===== config.mk =====
export PLATFORM = sky130hd
export DESIGN_NAME = reg_write_arbiter
export DESIGN_NICKNAME = d
export VERILOG_FILES = /design/src/rtl/rf_pkg.sv /design/src/rtl/wr_req_fifo.sv /design/src/rtl/reg_write_arbiter.sv
export SDC_FILE = /design/constraint.sdc
export NUM_CORES = 1
export LEC_CHECK = 0
export BUFFER_PORTS_ARGS = -buffer_cell sky130_fd_sc_hd__buf_4
export CAP_MARGIN = 20
export CORE_UTILIZATION = 52
export CTS_CLUSTER_SIZE = 16
export DETAILED_ROUTE_END_ITERATION = 10
export PLACE_DENSITY = 0.8
export SKIP_LAST_GASP = 1
export SLEW_MARGIN = 20
export SYNTH_ARGS = -nofsm -noshare
export SYNTH_HDL_FRONTEND = slang
export SYNTH_SLANG_ARGS = --single-unit

===== constraint.sdc =====
create_clock -name clk -period 3.4 [get_ports clk]
set_input_delay 0.17 -clock clk [delete_from_list [all_inputs] [get_ports clk]]
set_output_delay 0.17 -clock clk [all_outputs]
set_load 0.05 [all_outputs]

===== src/rtl/rf_pkg.sv =====
// Register-file write types shared by the writeback arbiter and its B-side buffer.
package rf_pkg;
    localparam int XLEN       = 32;
    localparam int REG_ADDR_W = 5;
    localparam int NUM_REGS   = 32;

    typedef struct packed {
        logic [REG_ADDR_W-1:0] addr;
        logic [XLEN-1:0]       data;
    } rf_wr_req_t;
endpackage


===== src/rtl/wr_req_fifo.sv =====
// Purpose: small circular buffer of register write requests, exposing per-entry addresses.
// Latency: an entry pushed this cycle is visible at the head from the next cycle.
// Backpressure: none internally; the caller must not push when full or pop when empty.
module wr_req_fifo
    import rf_pkg::*;
#(
    parameter int DEPTH = 2
) (
    input  logic                                 clk,
    input  logic                                 rst,
    input  logic                                 push,
    input  rf_wr_req_t                           push_req,
    input  logic                                 pop,
    output rf_wr_req_t                           head,
    output logic [$clog2(DEPTH+1)-1:0]           count,
    output logic [DEPTH-1:0]                     entry_vld,
    output logic [DEPTH-1:0][REG_ADDR_W-1:0]     entry_addr
);
    localparam int PTR_W = $clog2(DEPTH);
    localparam int CNT_W = $clog2(DEPTH + 1);

    rf_wr_req_t       mem [DEPTH];
    logic [PTR_W-1:0] rd_ptr;
    logic [PTR_W-1:0] wr_ptr;

    assign head = mem[rd_ptr];

    // DEPTH is a power of two, so pointer wrap is plain overflow.
    always_ff @(posedge clk or posedge rst) begin
        if (rst) begin
            rd_ptr <= '0;
            wr_ptr <= '0;
            count  <= '0;
        end else begin
            if (push) wr_ptr <= wr_ptr + PTR_W'(1);
            if (pop)  rd_ptr <= rd_ptr + PTR_W'(1);
            case ({push, pop})
                2'b10:   count <= count + CNT_W'(1);
                2'b01:   count <= count - CNT_W'(1);
                default: count <= count;
            endcase
        end
    end

    always_ff @(posedge clk) begin
        if (push) mem[wr_ptr] <= push_req;
    end

    for (genvar i = 0; i < DEPTH; i++) begin : g_entry
        logic [PTR_W-1:0] age;
        assign age           = PTR_W'(i) - rd_ptr;
        assign entry_vld[i]  = CNT_W'(age) < count;
        assign entry_addr[i] = mem[i].addr;
    end
endmodule


===== src/rtl/reg_write_arbiter.sv =====
// Purpose: merges core (A) and buffered multi-cycle (B) writebacks onto one register-file write port.
// Latency: A writes 1 cycle after handshake, B writes at least 2 cycles after handshake.
// Backpressure: a_ready drops only when a starved B entry is forced ahead; b_ready drops when the buffer is full.
module reg_write_arbiter
    import rf_pkg::*;
#(
    parameter int FIFO_DEPTH   = 2,
    parameter int STARVE_LIMIT = 4
) (
    input  logic                  clk,
    input  logic                  rst,
    input  logic                  a_valid,
    output logic                  a_ready,
    input  logic [REG_ADDR_W-1:0] a_addr,
    input  logic [XLEN-1:0]       a_data,
    input  logic                  b_valid,
    output logic                  b_ready,
    input  logic [REG_ADDR_W-1:0] b_addr,
    input  logic [XLEN-1:0]       b_data,
    output logic                  wr_en,
    output logic [REG_ADDR_W-1:0] wr_addr,
    output logic [XLEN-1:0]       wr_data,
    output logic [NUM_REGS-1:0]   pending_mask,
    output logic                  starve
);
    localparam int CNT_W = $clog2(FIFO_DEPTH + 1);

    rf_wr_req_t                                head;
    logic [CNT_W-1:0]                          fifo_count;
    logic [FIFO_DEPTH-1:0]                     entry_vld;
    logic [FIFO_DEPTH-1:0][REG_ADDR_W-1:0]     entry_addr;
    logic [3:0]                                starve_cnt;
    logic                                      fifo_nonempty;
    logic                                      push;
    logic                                      pop;
    logic                                      grant_a;

    assign fifo_nonempty = fifo_count != '0;
    assign starve        = fifo_nonempty && (starve_cnt == 4'(STARVE_LIMIT));
    assign a_ready       = !starve;
    assign b_ready       = fifo_count < CNT_W'(FIFO_DEPTH);
    assign push          = b_valid && b_ready;
    assign pop           = starve || (!a_valid && fifo_nonempty);
    assign grant_a       = a_valid && !starve;

    wr_req_fifo #(.DEPTH(FIFO_DEPTH)) u_fifo (
        .clk        (clk),
        .rst        (rst),
        .push       (push),
        .push_req   ('{addr: b_addr, data: b_data}),
        .pop        (pop),
        .head       (head),
        .count      (fifo_count),
        .entry_vld  (entry_vld),
        .entry_addr (entry_addr)
    );

    always_comb begin
        pending_mask = '0;
        for (int i = 0; i < FIFO_DEPTH; i++) begin
            if (entry_vld[i]) pending_mask[entry_addr[i]] = 1'b1;
        end
        pending_mask[0] = 1'b0;
    end

    // Writes to x0 still consume their grant but never reach the register file.
    always_ff @(posedge clk or posedge rst) begin
        if (rst) begin
            starve_cnt <= '0;
            wr_en      <= 1'b0;
            wr_addr    <= '0;
            wr_data    <= '0;
        end else begin
            if (!fifo_nonempty || pop)
                starve_cnt <= '0;
            else if (starve_cnt != 4'(STARVE_LIMIT))
                starve_cnt <= starve_cnt + 4'd1;

            if (grant_a) begin
                wr_en   <= a_addr != '0;
                wr_addr <= a_addr;
                wr_data <= a_data;
            end else if (pop) begin
                wr_en   <= head.addr != '0;
                wr_addr <= head.addr;
                wr_data <= head.data;
            end else begin
                wr_en <= 1'b0;
            end
        end
    end
endmodule


==> run summary <==
syn_nets - 479
DP Area - 0.00654 mm2
worst vdd ir - 0.624 mV
Via-to-Cell Ratio - 5.68
Routed WL per cell - 19.3 um
unrepaired setup endpoints after global routing - no
hold buffers post-CTS - 75
DRT Pass-1 Iters - 5
final hold vios - 0
Final Util - 79.7%
Critical Path Source - u_fifo.count[0]$_DFFE_PP0P_
Mapped Area - 0.00537 mm2
synth warn - 0
vias in the first global route - 4,330
WP data required - 3.23 ns
clock power share - 26.5%
Leak - 3.25 nW
final worst path period need - 2.87 ns
final setup fails - 0
hpwl dp - 8260 um
Min Hold Slack - 0.0783 ns
GP Congestion - 0.800
die footprint - 0.0107 mm2
Logic pwr share - 40.0%
clk sinks - 120
worst slew pin tran - 0.947 ns
FF/Latch Area - 0.00338 mm2
Startpoint Class - flop
Reg2Reg Depth - 5
Critical Path Fanout Max - 24
max_cap viols - 0
skew final - 0.00831 ns
multi-input logic area - 0.00178 mm2
worst reg-to-reg setup slack - 0.93 ns
placed insts - 658
fin cells - 765
remaining antenna violation count - 0
H-tree depth - 4
total chip power - 6.93 mW
synthesized instance count - 398
initial DRC count - 319
first-pass GRT wire length - 22,500 um
status - finished, final reports clean
Seq/Total Area, Yosys - 62.8%
worst setup path end - pending_mask[3]
setup_tns - 0 ns
core area - 0.00991 mm2
Initial Util - 54.2%
P_sw - 2.84 mW
final-report max-slew violation count - 0
Main synth FF type - edfxtp_1
I/O Pins - 151
CTS Buf Count - 17
row count - 36
#FFs+latches synth - 120
Clock transition at path regs - 0.06 ns
chip height - 104 um
Tightest Hold Check Type - in -> reg
share of cells above drive strength 1 - 37.3%
Internal - 4.09 mW
CTS Buffer Depth - 2
DRC errors left - 0
Net Sw Frac - 41.0%
Post-synth EDFFs - 74
PostCTS Resize Cnt - 0
DR vias - 4,344
pin count of the biggest net entering global routing - 47
ys async rst share - 38.3%
Netlist cell types - 42
CP Class - reg -> out
Post-CTS Setup Bufs - 0
clock latency on the worst-skew pair - 0.52 ns
Filler Cell Count - 578
final wirelength - 14,700 um
root buffer cell - clkbuf_8
Max-slew headroom - 36.9%
number of port buffers - 149
Seq pwr share - 33.6%
fmax - 348 MHz
crit path capture type - output pin
worst setup margin - 0.527 ns
CTS tree - yes
Antenna diodes - 0
fin crit share - 84.5%
initial antenna violation count - 0
power per cell area - 878 mW/mm2
reg2reg start - u_fifo.count[0]$_DFFE_PP0P_
final net count - 700
die width - 104 um
post-route cell area - 0.00790 mm2
CP arrival - 2.70 ns
pre-CTS WS - 1.08 ns
r2r endpoint - wr_data[10]$_DFFE_PP0P_
syn_area_per_cell - 13.5 um2
GRT Util Overall - 27.8%
grt total ovfl - 0
Layout area overhead - 46.9%
placed cells by master, fill, tap and decap left out, types with 4 or more instances in the layout:
cell	count
edfxtp_1	74
or3b_2	4
mux2i_1	37
dfrtp_1	44
nand3b_1	8
o221ai_1	5
dlygate4sd3_1	75
inv_1	11
a21oi_1	32
xnor2_1	6
nand3_1	4
o22ai_1	31
mux2_2	32
nor3_1	36
inv_6	6
nor2_1	6
nand2_1	9
buf_4	156
clkbuf_16	16
power by group through the flow:
stage	Combinational (mW)	Sequential, mW	Clock [mW]
floorplan	1.41	2.80	0
global placement	2.57	2.31	0
detailed placement	2.63	2.33	0
CTS	2.71	2.31	1.83
global route	2.91	2.36	1.90
finish	2.77	2.33	1.84
worst max-delay path, stage by stage (launching register included):
cell and delay, ns:
dfrtp_1 0.74, buf_4 0.42, a21o_1 0.23, nand3_1 0.29, o22ai_1 0.25, buf_4 0.24
state kept, by name (all words and copies together), names as in the netlist:
| signal | flops |
|---|---|
| wr_data | 32 |
| wr_addr | 5 |
| u_fifo.wr_ptr | 1 |
| u_fifo.count | 2 |
| wr_en | 1 |
| starve_cnt | 4 |
| u_fifo.mem | 74 |
| u_fifo.rd_ptr | 1 |
synthesized netlist by cell type (2+ instances only):
| master | count | share of area, % |
|---|---|---|
| nand2_1 | 9 | 0.63 |
| nand3b_1 | 8 | 1.1 |
| mux2i_1 | 37 | 6.9 |
| ha_1 | 3 | 0.70 |
| o22ai_1 | 31 | 3.6 |
| a21o_1 | 2 | 0.28 |
| mux2_2 | 32 | 6.7 |
| buf_2 | 8 | 0.75 |
| buf_6 | 4 | 0.84 |
| clkbuf_1 | 4 | 0.28 |
| or3b_2 | 4 | 0.65 |
| o211ai_2 | 2 | 0.47 |
| xnor2_1 | 6 | 0.98 |
| buf_4 | 8 | 1.1 |
| o221ai_1 | 5 | 0.81 |
| inv_1 | 12 | 0.84 |
| nor2_1 | 7 | 0.49 |
| nand3_1 | 4 | 0.37 |
| dfrtp_1 | 46 | 21 |
| clkbuf_2 | 4 | 0.37 |
| nor3_1 | 36 | 3.4 |
| o21ai_2 | 2 | 0.33 |
| a21oi_1 | 32 | 3.0 |
| edfxtp_1 | 74 | 41 |
logic make-up (layout without fill, tap and decap cells):
group | count (synthesis) | in the layout | synth area share (%)
flops | 120 | 120 | 62.8
simple gates | 81 | 81 | 8.52
compound gates | 76 | 76 | 8.94
mux | 69 | 69 | 13.6
buf+inv | 41 | 275 | 4.26
xor+xnor | 7 | 7 | 1.14
fa+ha+maj | 3 | 3 | 0.699
other cells | 1 | 1 | 0.0698
layout make-up:
cell class / count / area share, %
Clock buffer: 18 / 5.29
Clock inverter: 14 / 2.36
Inverter: 12 / 0.586
Multi-Input combinational cell: 237 / 22.6
Sequential cell: 120 / 42.8
Tap cell: 133 / 2.11
Timing Repair Buffer: 231 / 24.3
worst min-delay path by stage:
stage,startpoint,to,slack [ns],cells past startpoint
final,b_valid,u_fifo.wr_ptr$_DFFE_PP0P_,0.08,3
after CTS,b_valid,u_fifo.wr_ptr$_DFFE_PP0P_,0.07,3
after detailed placement,b_data[24],u_fifo.mem[0][24]$_DFFE_PP_,0.36,1
after floorplan,b_data[0],u_fifo.mem[0][0]$_DFFE_PP_,0.27,0
after global placement,b_data[9],u_fifo.mem[0][9]$_DFFE_PP_,0.36,1
after global routing,b_valid,u_fifo.wr_ptr$_DFFE_PP0P_,0.09,3
layer usage:
metal  part of all wire, %  track usage, %
met2                    51            47.8
met3                   7.1            5.98
met1                    39            33.2
met5                     0               0
met4                   2.7            13.6
Note: power is estimated with default switching activity, not from simulation.
